### src/rtl/urv_writeback_pkg.sv
// uRV writeback stage: shared width codes, result-source selects
// and writeback FSM state encoding.
package urv_writeback_pkg;

    localparam logic [2:0] LDST_B  = 3'b000;
    localparam logic [2:0] LDST_H  = 3'b001;
    localparam logic [2:0] LDST_L  = 3'b010;
    localparam logic [2:0] LDST_BU = 3'b100;
    localparam logic [2:0] LDST_HU = 3'b101;

    localparam logic [1:0] RD_SOURCE_ALU      = 2'b00;
    localparam logic [1:0] RD_SOURCE_SHIFTER  = 2'b01;
    localparam logic [1:0] RD_SOURCE_MULTIPLY = 2'b10;

    localparam int WB_CNT_W = 8;

    typedef enum logic [1:0] {
        WB_S_IDLE = 2'd0,
        WB_S_WAIT = 2'd1,
        WB_S_DONE = 2'd2
    } wb_state_t;

endpackage

### src/rtl/urv_writeback_if.sv
// Data-memory completion and register-file write port bundle
// between the writeback stage and its neighbours.
interface urv_writeback_if;

    logic [31:0] dm_data_l;
    logic        dm_load_done;
    logic        dm_store_done;

    logic [4:0]  rf_rd;
    logic [31:0] rf_rd_value;
    logic        rf_rd_write;
    logic [1:0]  rf_ecc_flip;

    modport master (
        input  dm_data_l, dm_load_done, dm_store_done,
        output rf_rd, rf_rd_value, rf_rd_write, rf_ecc_flip
    );

    modport slave (
        output dm_data_l, dm_load_done, dm_store_done,
        input  rf_rd, rf_rd_value, rf_rd_write, rf_ecc_flip
    );

endinterface

### src/rtl/urv_writeback_load_align.sv
// Load data lane extraction with sign/zero extension.
// Word loads pass through; alignment is trapped upstream.
module urv_load_align
    import urv_writeback_pkg::*;
(
    input  logic [2:0]  fun,
    input  logic [1:0]  lane,
    input  logic [31:0] data,
    output logic [31:0] aligned
);

    logic [7:0]  b;
    logic [15:0] h;

    always_comb begin
        unique case (lane)
            2'd0:    b = data[7:0];
            2'd1:    b = data[15:8];
            2'd2:    b = data[23:16];
            default: b = data[31:24];
        endcase
        h = lane[1] ? data[31:16] : data[15:0];

        unique case (fun)
            LDST_B:  aligned = {{24{b[7]}}, b};
            LDST_BU: aligned = {24'h0, b};
            LDST_H:  aligned = {{16{h[15]}}, h};
            LDST_HU: aligned = {16'h0, h};
            default: aligned = data;
        endcase
    end

endmodule

### src/rtl/urv_writeback.sv
// uRV writeback stage: result select, load completion wait with
// timeout, register-file write port and one-entry bypass register.
module urv_writeback
    import urv_writeback_pkg::*;
#(
    parameter int g_with_hw_mul = 0,
    parameter int g_mem_timeout = 0
) (
    input  logic        clk_i,
    input  logic        rst_n_i,
    input  logic        w_stall_i,
    output logic        w_stall_req_o,
    input  logic        x_valid_i,
    input  logic [2:0]  x_fun_i,
    input  logic        x_load_i,
    input  logic        x_store_i,
    input  logic [4:0]  x_rd_i,
    input  logic        x_rd_write_i,
    input  logic [31:0] x_rd_value_i,
    input  logic [1:0]  x_rd_source_i,
    input  logic [31:0] x_rd_shifter_i,
    input  logic [31:0] x_rd_multiply_i,
    input  logic [31:0] x_dm_addr_i,
    input  logic [1:0]  x_ecc_flip_i,
    urv_writeback_if.master wb,
    output logic        byp_valid_o,
    output logic [4:0]  byp_rd_o,
    output logic [31:0] byp_value_o,
    output logic        w_bus_err_o
);

    localparam logic [WB_CNT_W-1:0] TMO = WB_CNT_W'(g_mem_timeout);

    wb_state_t           state, state_nxt;
    logic [WB_CNT_W-1:0] cnt, cnt_nxt;
    logic                is_mem, mem_done;
    logic                retire, stall_req, bus_err;
    logic                rf_write;
    logic [31:0]         load_value, src_value;
    logic                unused_addr;

    assign unused_addr = ^x_dm_addr_i[31:2];

    urv_load_align u_align (
        .fun     (x_fun_i),
        .lane    (x_dm_addr_i[1:0]),
        .data    (wb.dm_data_l),
        .aligned (load_value)
    );

    assign is_mem   = x_load_i | x_store_i;
    assign mem_done = (x_load_i & wb.dm_load_done)
                    | (x_store_i & wb.dm_store_done);

    always_comb begin
        state_nxt = state;
        cnt_nxt   = cnt;
        retire    = 1'b0;
        stall_req = 1'b0;
        bus_err   = 1'b0;
        unique case (state)
            WB_S_IDLE: begin
                if (x_valid_i) begin
                    if (!is_mem || mem_done) begin
                        retire = 1'b1;
                    end else begin
                        stall_req = 1'b1;
                        state_nxt = WB_S_WAIT;
                        cnt_nxt   = WB_CNT_W'(1);
                    end
                end
            end
            WB_S_WAIT: begin
                // a done in the timeout cycle takes priority
                if (mem_done) begin
                    retire = 1'b1;
                end else if (TMO != '0 && cnt == TMO) begin
                    bus_err = 1'b1;
                end else begin
                    stall_req = 1'b1;
                    cnt_nxt   = cnt + WB_CNT_W'(1);
                end
            end
            WB_S_DONE: begin
                cnt_nxt = '0;
                if (!w_stall_i) state_nxt = WB_S_IDLE;
            end
            default: state_nxt = WB_S_IDLE;
        endcase
        if (retire || bus_err) begin
            cnt_nxt   = '0;
            state_nxt = w_stall_i ? WB_S_DONE : WB_S_IDLE;
        end
        if (!rst_n_i) begin
            retire    = 1'b0;
            stall_req = 1'b0;
            bus_err   = 1'b0;
        end
    end

    always_ff @(posedge clk_i or negedge rst_n_i) begin
        if (!rst_n_i) begin
            state <= WB_S_IDLE;
            cnt   <= '0;
        end else begin
            state <= state_nxt;
            cnt   <= cnt_nxt;
        end
    end

    always_comb begin
        unique case (x_rd_source_i)
            RD_SOURCE_SHIFTER:  src_value = x_rd_shifter_i;
            RD_SOURCE_MULTIPLY: src_value = (g_with_hw_mul != 0)
                                          ? x_rd_multiply_i : 32'h0;
            default:            src_value = x_rd_value_i;
        endcase
    end

    assign rf_write = retire & x_rd_write_i & (x_rd_i != 5'd0);

    assign wb.rf_rd_write = rf_write;
    assign wb.rf_rd       = rf_write ? x_rd_i : 5'd0;
    assign wb.rf_rd_value = !rf_write ? 32'h0
                          : (x_load_i ? load_value : src_value);
    assign wb.rf_ecc_flip = rf_write ? x_ecc_flip_i : 2'b00;

    assign w_stall_req_o = stall_req;
    assign w_bus_err_o   = bus_err;

    always_ff @(posedge clk_i or negedge rst_n_i) begin
        if (!rst_n_i) begin
            byp_valid_o <= 1'b0;
            byp_rd_o    <= 5'd0;
            byp_value_o <= 32'h0;
        end else begin
            byp_valid_o <= rf_write;
            if (rf_write) begin
                byp_rd_o    <= wb.rf_rd;
                byp_value_o <= wb.rf_rd_value;
            end
        end
    end

endmodule

### src/flat_wrapper.sv
// flat-port wrapper written by rule: the top's interface ports become plain ports
module urv_writeback_flat import urv_writeback_pkg::*;
#(
    parameter int g_with_hw_mul = 0,
    parameter int g_mem_timeout = 0
)
  (clk_i, rst_n_i, w_stall_i, w_stall_req_o, x_valid_i, x_fun_i, x_load_i, x_store_i, x_rd_i, x_rd_write_i, x_rd_value_i, x_rd_source_i, x_rd_shifter_i, x_rd_multiply_i, x_dm_addr_i, x_ecc_flip_i, byp_valid_o, byp_rd_o, byp_value_o, w_bus_err_o, wb_dm_data_l, wb_dm_load_done, wb_dm_store_done, wb_rf_rd, wb_rf_rd_value, wb_rf_rd_write, wb_rf_ecc_flip);
  urv_writeback_if wb_i ();
  input  logic clk_i;
  input  logic rst_n_i;
  input  logic w_stall_i;
  output logic w_stall_req_o;
  input  logic x_valid_i;
  input  logic [2:0] x_fun_i;
  input  logic x_load_i;
  input  logic x_store_i;
  input  logic [4:0] x_rd_i;
  input  logic x_rd_write_i;
  input  logic [31:0] x_rd_value_i;
  input  logic [1:0] x_rd_source_i;
  input  logic [31:0] x_rd_shifter_i;
  input  logic [31:0] x_rd_multiply_i;
  input  logic [31:0] x_dm_addr_i;
  input  logic [1:0] x_ecc_flip_i;
  output logic byp_valid_o;
  output logic [4:0] byp_rd_o;
  output logic [31:0] byp_value_o;
  output logic w_bus_err_o;
  input wire logic [$bits(wb_i.dm_data_l)-1:0] wb_dm_data_l;
  input wire logic [$bits(wb_i.dm_load_done)-1:0] wb_dm_load_done;
  input wire logic [$bits(wb_i.dm_store_done)-1:0] wb_dm_store_done;
  output wire logic [$bits(wb_i.rf_rd)-1:0] wb_rf_rd;
  output wire logic [$bits(wb_i.rf_rd_value)-1:0] wb_rf_rd_value;
  output wire logic [$bits(wb_i.rf_rd_write)-1:0] wb_rf_rd_write;
  output wire logic [$bits(wb_i.rf_ecc_flip)-1:0] wb_rf_ecc_flip;
  assign wb_i.dm_data_l = wb_dm_data_l;
  assign wb_i.dm_load_done = wb_dm_load_done;
  assign wb_i.dm_store_done = wb_dm_store_done;
  assign wb_rf_rd = wb_i.rf_rd;
  assign wb_rf_rd_value = wb_i.rf_rd_value;
  assign wb_rf_rd_write = wb_i.rf_rd_write;
  assign wb_rf_ecc_flip = wb_i.rf_ecc_flip;
  urv_writeback #(.g_with_hw_mul(g_with_hw_mul), .g_mem_timeout(g_mem_timeout)) u_core (.clk_i(clk_i), .rst_n_i(rst_n_i), .w_stall_i(w_stall_i), .w_stall_req_o(w_stall_req_o), .x_valid_i(x_valid_i), .x_fun_i(x_fun_i), .x_load_i(x_load_i), .x_store_i(x_store_i), .x_rd_i(x_rd_i), .x_rd_write_i(x_rd_write_i), .x_rd_value_i(x_rd_value_i), .x_rd_source_i(x_rd_source_i), .x_rd_shifter_i(x_rd_shifter_i), .x_rd_multiply_i(x_rd_multiply_i), .x_dm_addr_i(x_dm_addr_i), .x_ecc_flip_i(x_ecc_flip_i), .wb(wb_i), .byp_valid_o(byp_valid_o), .byp_rd_o(byp_rd_o), .byp_value_o(byp_value_o), .w_bus_err_o(w_bus_err_o));
endmodule
### config.mk
export PLATFORM = sky130hd
export DESIGN_NAME = urv_writeback_flat
export DESIGN_NICKNAME = d
export VERILOG_FILES = /design/src/rtl/urv_writeback_pkg.sv /design/src/rtl/urv_writeback_if.sv /design/src/rtl/urv_writeback_load_align.sv /design/src/rtl/urv_writeback.sv /design/src/flat_wrapper.sv
export SDC_FILE = /design/constraint.sdc
export NUM_CORES = 1
export LEC_CHECK = 0
export ABC_AREA = 1
export BUFFER_PORTS_ARGS = -buffer_cell sky130_fd_sc_hd__buf_2
export CAP_MARGIN = 40
export CORE_AREA = 2 2 102 104
export CTS_BUF_LIST = sky130_fd_sc_hd__clkbuf_4 sky130_fd_sc_hd__clkbuf_8
export CTS_CLUSTER_DIAMETER = 80
export DETAILED_ROUTE_END_ITERATION = 16
export DIE_AREA = 0 0 104 106
export PLACE_DENSITY = 0.7
export SLEW_MARGIN = 20
export SYNTH_ARGS = -nofsm -noshare
export SYNTH_HDL_FRONTEND = slang
export SYNTH_SLANG_ARGS = --single-unit
### constraint.sdc
create_clock -name clk_i -period 1.82 [get_ports clk_i]
set_input_delay 0.182 -clock clk_i [delete_from_list [all_inputs] [get_ports clk_i]]
set_output_delay 0.182 -clock clk_i [all_outputs]
set_load 0.02 [all_outputs]
==> results.md, run 1 <==
- TritonCTS sink count: 40
- Warning count from the yosys run: 0
- Worst-path maximum fanout: 10
- Worst hold slack: 0.00373 ns
- Shortest clock period the worst path allows after layout: 2.04 ns
- Horizontal die dimension: 104 µm
- Worst reg-to-reg path cell count: 14
- Initial Util: 33.5%
- Fill count: 1049
- Clock-pin slew on the worst setup and hold paths: 0.09 ns
- Max-cap viol count: 0
- Fraction of final layout cells with drive strength greater than 1: 37.9%
- Final setup violation count: 41
- Number of distinct library cells after synthesis: 28
- Number of clock buffers inserted by TritonCTS: 5
- Largest net degree at the start of global routing: 65
- H-tree depth: 2
- Worst setup slack after placement: 0.0666 ns
- Kind of capture point of the worst setup path: output pin
- Total I/O pin count: 261
- Critical path arrival: 1.86 ns
- Overall Power: 4.38 mW
- Hold buffer count at cts: 0
- All-Layer GR Usage: 21.8%
- First-pass GRT wire length: 19500 µm
- Top library cells by usage in the layout, fill and taps aside: 267 x sky130_fd_sc_hd__nand2_1, 156 x sky130_fd_sc_hd__buf_2, 54 x sky130_fd_sc_hd__inv_1, 45 x sky130_fd_sc_hd__nor2_1, 40 x sky130_fd_sc_hd__dfrtp_1
- Unrepaired setup endpoints after global routing: yes
- TNS Setup: -6.84 ns
- Clock insertion delay at the later pin of the skew report: 0.30 ns
- Netlist Area Pre-Place: 3350 µm²
- First-pass DRT Iterations: 5
- Routability cong.: 0.860
- Number of violations reported at the end of detailed-routing iteration 0: 268
- Post-detail-place hpwl: 9110 µm
- Leading cell type in the layout, fill and taps excluded: sky130_fd_sc_hd__nand2_1
- Max Transition Viols Final: 0
- Post-route clock period utilization: 112%
- Buffers & Inverters on Critical Path: 4
- Remaining antenna violation count after routing: 0
- Type of the setup path with the least slack: flop to output pin
- Class of the worst hold path: input port to async pin
- Routed WL per cell: 13.4 µm
- Seq/Total Area, Yosys: 29.9%
- Residual overflow from global routing: 0
- Row cnt: 37
- # nets final: 968
- Worst Max-Slew Pin Slew: 0.557 ns
- Pwr dens: 851 nW/µm²
- Mean post-synth cell area: 5.79 µm²
- Critical path's top delay family: simple AND/OR/NAND/NOR gates
- Capture instance of the worst register-to-register path: u_core.byp_value_o[16]
- Final worst-path setup slack: -0.223 ns
- Critical R2R Launch: u_core.state[1]
- DR vias/cell: 4.54
- Leakage: 3.14 nW
- Reg-to-reg setup timing slack: -0.12 ns
- Clock Skew: 0.00681 ns
- Violated checks: setup timing
- Largest stage delay on the critical path: 0.44 ns
- Worst slew margin relative to its limit: 62.8%
- Max Fclk: 489 MHz
- Layout area overhead: 53.5%
- Crit path cell chain: nor2_2, nand2_1, nand2_1, nand2_2, nor2_4, inv_4, buf_12, nor2_2, nand2_2, inv_1, buf_6
- Number of antenna violations at the first check in global routing: 0
- Outcome: finished, violations left
- IR Drop Worst-Case VDD: 0.638 mV
- Core region area: 10000 µm²
- Via count: 4182
- Total wire length: 12400 µm
- Buffers added on ports: 197
- Clock tree from TritonCTS: done
- Root Driver: sky130_fd_sc_hd__clkbuf_8
- Data required time of the critical path: 1.64 ns
- Cell with the largest stage delay on the worst path: sky130_fd_sc_hd__dfrtp_1
- Final antenna diode count: 0
- Number of synthesized register bits: 40
- Die H: 106 µm
- Maximum buffer depth of the clock tree: 2
- CP startpoint kind: flop
- Vias in the first global route: 3970
- Hold Vio Cnt, Final: 0
- DRC: 0
- Post-synth net total: 761
- Die outline area: 11000 µm²
- Cells after synthesis: 579
timing repair:
action                                  CTS  global route
endpoints found under the hold margin     0             0
endpoints found under the setup margin   39            41
buffers inserted                         11             2
gates resized for setup                  99            22
cloned                                    1             0
pin swaps                                 5             5
synth_stat cells:
master | instances | area (µm²)
sky130_fd_sc_hd__buf_1 | 2 | 7.51
sky130_fd_sc_hd__nor2_4 | 1 | 11.3
sky130_fd_sc_hd__o21ai_0 | 15 | 75.1
sky130_fd_sc_hd__inv_1 | 58 | 218
sky130_fd_sc_hd__or2_2 | 6 | 37.5
sky130_fd_sc_hd__nand2_4 | 1 | 11.3
sky130_fd_sc_hd__nor2_2 | 2 | 12.5
sky130_fd_sc_hd__buf_4 | 2 | 15.0
sky130_fd_sc_hd__nand3_1 | 6 | 30.0
sky130_fd_sc_hd__nor3b_1 | 24 | 180
sky130_fd_sc_hd__buf_2 | 11 | 55.1
sky130_fd_sc_hd__buf_6 | 2 | 22.5
sky130_fd_sc_hd__nand4_4 | 1 | 21.3
sky130_fd_sc_hd__or2_0 | 1 | 6.26
sky130_fd_sc_hd__o211ai_2 | 1 | 12.5
sky130_fd_sc_hd__nand2_1 | 273 | 1020
sky130_fd_sc_hd__inv_2 | 3 | 11.3
sky130_fd_sc_hd__nand4_1 | 1 | 6.26
sky130_fd_sc_hd__clkbuf_1 | 17 | 63.8
sky130_fd_sc_hd__conb_1 | 1 | 3.75
sky130_fd_sc_hd__dfrtp_1 | 40 | 1000
sky130_fd_sc_hd__ha_1 | 1 | 12.5
sky130_fd_sc_hd__a21boi_0 | 2 | 15.0
sky130_fd_sc_hd__o21ai_1 | 5 | 25.0
sky130_fd_sc_hd__a211oi_1 | 8 | 60.1
sky130_fd_sc_hd__o211ai_1 | 8 | 60.1
sky130_fd_sc_hd__or2_1 | 11 | 68.8
sky130_fd_sc_hd__nor2_1 | 76 | 285
metrics by stage:
| step | std cells | instance area (µm²) | utilization (%) |
|---|---|---|---|
| 3_5_place_dp | 901 | 4600 | 46.0 |
| 4_1_cts | 920 | 5080 | 50.8 |
| 3_3_place_gp | 901 | 4600 | 46.0 |
| 2_1_floorplan | 579 | 3350 | - |
| 5_1_grt | 922 | 5150 | 51.5 |
| 6_report | 922 | 5150 | 51.5 |
worst max path at each step:
| stage | startpoint | end | slack [ns] | cells past startpoint |
|---|---|---|---|---|
| 2_1_floorplan | u_core.state[1] | wb_rf_ecc_flip[0] | 0.14 | 8 |
| 3_3_place_gp | u_core.state[1] | wb_rf_rd_value[3] | 0.06 | 11 |
| 3_5_place_dp | u_core.state[1] | wb_rf_rd_value[31] | 0.07 | 11 |
| 4_1_cts | u_core.state[1] | wb_rf_rd_value[31] | -0.16 | 11 |
| 5_1_grt | u_core.state[1] | wb_rf_rd_value[31] | -0.36 | 11 |
| 6_report | u_core.state[1] | wb_rf_rd_value[16] | -0.22 | 11 |
state kept, by name (all words and copies together) (netlist names):
| signal | count |
|---|---|
| u_core.byp_rd_o | 5 |
| u_core.byp_valid_o | 1 |
| u_core.byp_value_o | 32 |
| u_core.state | 2 |
cell type report:
type / count / area, µm² / share of cell area (%)
inverters: 61 / 231 / 4.50
flip-flops and latches: 40 / 1000 / 19.5
multi-input cells: 444 / 2060 / 40.1
clock inverters: 2 / 12.5 / 0.243
clock buffers: 5 / 68.8 / 1.34
well taps: 136 / 170 / 3.31
repair buffers: 234 / 1600 / 31.0
power by group:
part           switching [mW]  leakage, nW  internal, mW  total (mW)
Sequential              0.214        0.505          1.28        1.49
Combinational            1.39         2.60         0.878        2.27
Clock                   0.357       0.0400         0.261       0.617
cell families (layout without fill, tap and decap cells):
family	count (synthesis)	in the layout	synth area share (%)
AO/OA/AOI/OAI	39	39	7.39
adder cells (fa/ha/maj)	1	1	0.373
buffers and inverters	95	302	11.7
flip-flops	40	40	29.9
other	1	1	0.112
AND/OR/NAND/NOR	403	403	50.6
metal layers:
metal | up-vias | track usage (%) | routed length, µm
met5 | - | 0 | 0
met4 | 0 | 5.79 | 248
met3 | 20 | 4.17 | 714
met2 | 147 | 38.2 | 5950
met1 | 1864 | 27.6 | 5480
li1 | 2151 | - | -
No activity file was read; power rests on OpenSTA's default activity.
==> run 2, diff against run 1 <==
--- a/config.mk
+++ b/config.mk
@@ -6,14 +6,13 @@
 export NUM_CORES = 1
 export LEC_CHECK = 0
 export ABC_AREA = 1
-export BUFFER_PORTS_ARGS = -buffer_cell sky130_fd_sc_hd__buf_2
 export CAP_MARGIN = 40
 export CORE_AREA = 2 2 102 104
 export CTS_BUF_LIST = sky130_fd_sc_hd__clkbuf_4 sky130_fd_sc_hd__clkbuf_8
 export CTS_CLUSTER_DIAMETER = 80
 export DETAILED_ROUTE_END_ITERATION = 16
 export DIE_AREA = 0 0 104 106
-export PLACE_DENSITY = 0.7
+export DONT_BUFFER_PORTS = 1
 export SLEW_MARGIN = 20
 export SYNTH_ARGS = -nofsm -noshare
 export SYNTH_HDL_FRONTEND = slang
==> run 2 against run 1 <==
  * Clock power increased by 32%
  * Fmax increased by 3.8%
  * The flow still finishes with violations (setup timing)
  * Via count decreased by 16%
  * Largest power group is now sequential cells
  * Highest routed layer unchanged
  * Die area unchanged
==> results.md, run 2 (same netlist as run 1, synthesis figures left out) <==
- Layout area overhead: 22.0%
- Worst hold slack: 0.0424 ns (+0.0387 ns)
- Largest stage delay on the critical path: 0.41 ns (-0.03 ns)
- Clock tree from TritonCTS: done
- Max-cap viol count: 0 (unchanged)
- Die outline area: 11000 µm² (unchanged)
- Buffers & Inverters on Critical Path: 4 (unchanged)
- DRC: 0 (unchanged)
- # nets final: 785 (-19%)
- Number of clock buffers inserted by TritonCTS: 5 (unchanged)
- Post-detail-place hpwl: 8320 µm (-8.6%)
- Final core occ: 40.9% (-11 points)
- Number of violations reported at the end of detailed-routing iteration 0: 251 (-6.3%)
- Cell with the largest stage delay on the worst path: sky130_fd_sc_hd__dfrtp_1
- First-pass DRT Iterations: 4 (-1)
- Flip-flop count of the largest register after layout: 32 (unchanged)
- Top flop regs: u_core.byp_value_o: 32 flops, u_core.byp_rd_o: 5 flops, u_core.state: 2 flops
- IR Drop Worst-Case VDD: 0.468 mV (-27%)
- Critical path's top delay family: simple AND/OR/NAND/NOR gates
- Unrepaired setup endpoints after global routing: yes
- Leading cell type in the layout, fill and taps excluded: sky130_fd_sc_hd__nand2_1
- Top library cells by usage in the layout, fill and taps aside: 269 x sky130_fd_sc_hd__nand2_1, 67 x sky130_fd_sc_hd__nor2_1, 40 x sky130_fd_sc_hd__dfrtp_1, 33 x sky130_fd_sc_hd__inv_2, 33 x sky130_fd_sc_hd__buf_4
- Endpoint of the most critical setup path: wb_rf_rd[0]
- Crit path cell chain: nor2_1, nand2_1, nand2_1, nand2_2, nor2_4, inv_4, buf_12, buf_8, nor2_2, buf_4
- Critical path arrival: 1.79 ns (-0.07 ns)
- Critical R2R Launch: u_core.state[1]
- Hold Vio Cnt, Final: 0 (unchanged)
- Max Transition Viols Final: 0 (unchanged)
- Fraction of final layout cells with drive strength greater than 1: 19.9% (-18 points)
- Pwr dens: 976 nW/µm² (+15%)
- Post-route clock period utilization: 108% (-4.1 points)
- Via count: 3533 (-16%)
- Fill count: 1089 (+3.8%)
- Core region area: 10000 µm² (unchanged)
- Register with the most flip-flops: u_core.byp_value_o
- Count of cell instances traversed by the critical path: 10 (-1)
- Outcome: finished, violations left
- TNS Setup: -4.12 ns (+2.72 ns)
- H-tree depth: 2 (unchanged)
- Worst reg-to-reg path cell count: 14 (unchanged)
- Row cnt: 37 (unchanged)
- Shortest clock period the worst path allows after layout: 1.97 ns (-0.0752 ns)
- Clock insertion delay at the later pin of the skew report: 0.31 ns (about the same)
- Final setup violation count: 40 (-2.4%)
- Vias in the first global route: 3369 (-15%)
- Total wire length: 11600 µm (-6.1%)
- Final worst-path setup slack: -0.148 ns (+0.0752 ns)
- Initial Util: 33.5% (unchanged)
- TritonCTS sink count: 40 (unchanged)
- Clock-pin slew on the worst setup and hold paths: 0.09 ns (about the same)
- Root Driver: sky130_fd_sc_hd__clkbuf_8
- All-Layer GR Usage: 20.8% (-1.0 points)
- Total I/O pin count: 261 (unchanged)
- Final antenna diode count: 0 (unchanged)
- Startpoint of the worst setup timing path: u_core.state[1]
- Buffers added on ports: 0 (-100%)
- Data required time of the critical path: 1.64 ns (about the same)
- Horizontal die dimension: 104 µm (unchanged)
- Kind of capture point of the worst setup path: output pin
- First-pass GRT wire length: 18000 µm (-8.0%)
- Clock Skew: 0.00786 ns (+0.00106 ns)
- Capture instance of the worst register-to-register path: u_core.byp_value_o[18]
- Reg-to-reg setup timing slack: -0.06 ns (+0.06 ns)
- Die H: 106 µm (unchanged)
- Most common cell type on the critical path: sky130_fd_sc_hd__nand2_1
- Violated checks: setup timing
- Worst-path maximum fanout: 21 (+11)
- Type of the setup path with the least slack: flop to output pin
- Routed WL per cell: 15.7 µm (+17%)
- Remaining antenna violation count after routing: 0 (unchanged)
- Residual overflow from global routing: 0 (unchanged)
- Max Fclk: 508 MHz (+3.8%)
- Maximum buffer depth of the clock tree: 2 (unchanged)
- Number of antenna violations at the first check in global routing: 0 (unchanged)
- CP startpoint kind: flop
- Largest net degree at the start of global routing: 67 (+3.1%)
- DR vias/cell: 4.77 (+5.3%)
- Routability cong.: 0.854 (-0.66%)
- Leakage: 2.29 nW (-27%)
- Class of the worst hold path: input port to flop
[run 2: power by group]
| part | total, mW | leakage, nW | internal [mW] | switching [mW] |
|---|---|---|---|---|
| clock network | 0.815 | 0.0614 | 0.449 | 0.365 |
| logic | 1.15 | 1.72 | 0.482 | 0.669 |
| registers | 2.03 | 0.505 | 1.28 | 0.749 |
[run 2: worst min-delay path by stage]
stage	start	endpoint	slack, ns	cells past startpoint
floorplan	rst_n_i	u_core.byp_rd_o[0]	-0.11	0
global route	w_stall_i	u_core.state[1]	0.03	1
global placement	rst_n_i	u_core.byp_value_o[5]	-0.11	0
detailed placement	rst_n_i	u_core.byp_value_o[5]	-0.11	0
CTS	x_rd_i[1]	u_core.byp_rd_o[1]	0.02	2
finish	x_rd_i[1]	u_core.byp_rd_o[1]	0.04	2
[run 2: area by class of cell]
| cell class | instances | area, µm² | share of cell area (%) |
|---|---|---|---|
| clock buffers | 6 | 82.6 | 2.02 |
| well taps | 136 | 170 | 4.16 |
| clock inverters | 2 | 38.8 | 0.948 |
| repair buffers | 51 | 541 | 13.2 |
| flip-flops and latches | 40 | 1000 | 24.5 |
| inverters | 61 | 234 | 5.72 |
| multi-input cells | 444 | 2020 | 49.5 |
[run 2: what timing repair did]
action,in CTS,in global routing
setup endpoints to repair,39,50
hold endpoints to repair,40,0
pin swaps,15,13
hold buffers,2,0
cloned,2,0
setup buffers,21,6
resized for setup,54,14
[run 2: per-layer routing]
layer	GRT usage [%]	vias up	wire, µm
met3	5.70	17	838
met1	25.2	1572	4930
met5	0	-	0
li1	-	1791	-
met2	36.5	153	5660
met4	5.69	0	210
[run 2: per-stage QoR]
step	setup slack (ns)	total power [mW]	std cells	area [µm²]
after floorplan	0.139	2.77	579	3350
after global placement	0.0896	2.98	701	3550
after detailed placement	0.0719	3.02	701	3550
after CTS	-0.138	3.98	734	4010
after global routing	-0.333	4.27	740	4090
final	-0.148	3.99	740	4090
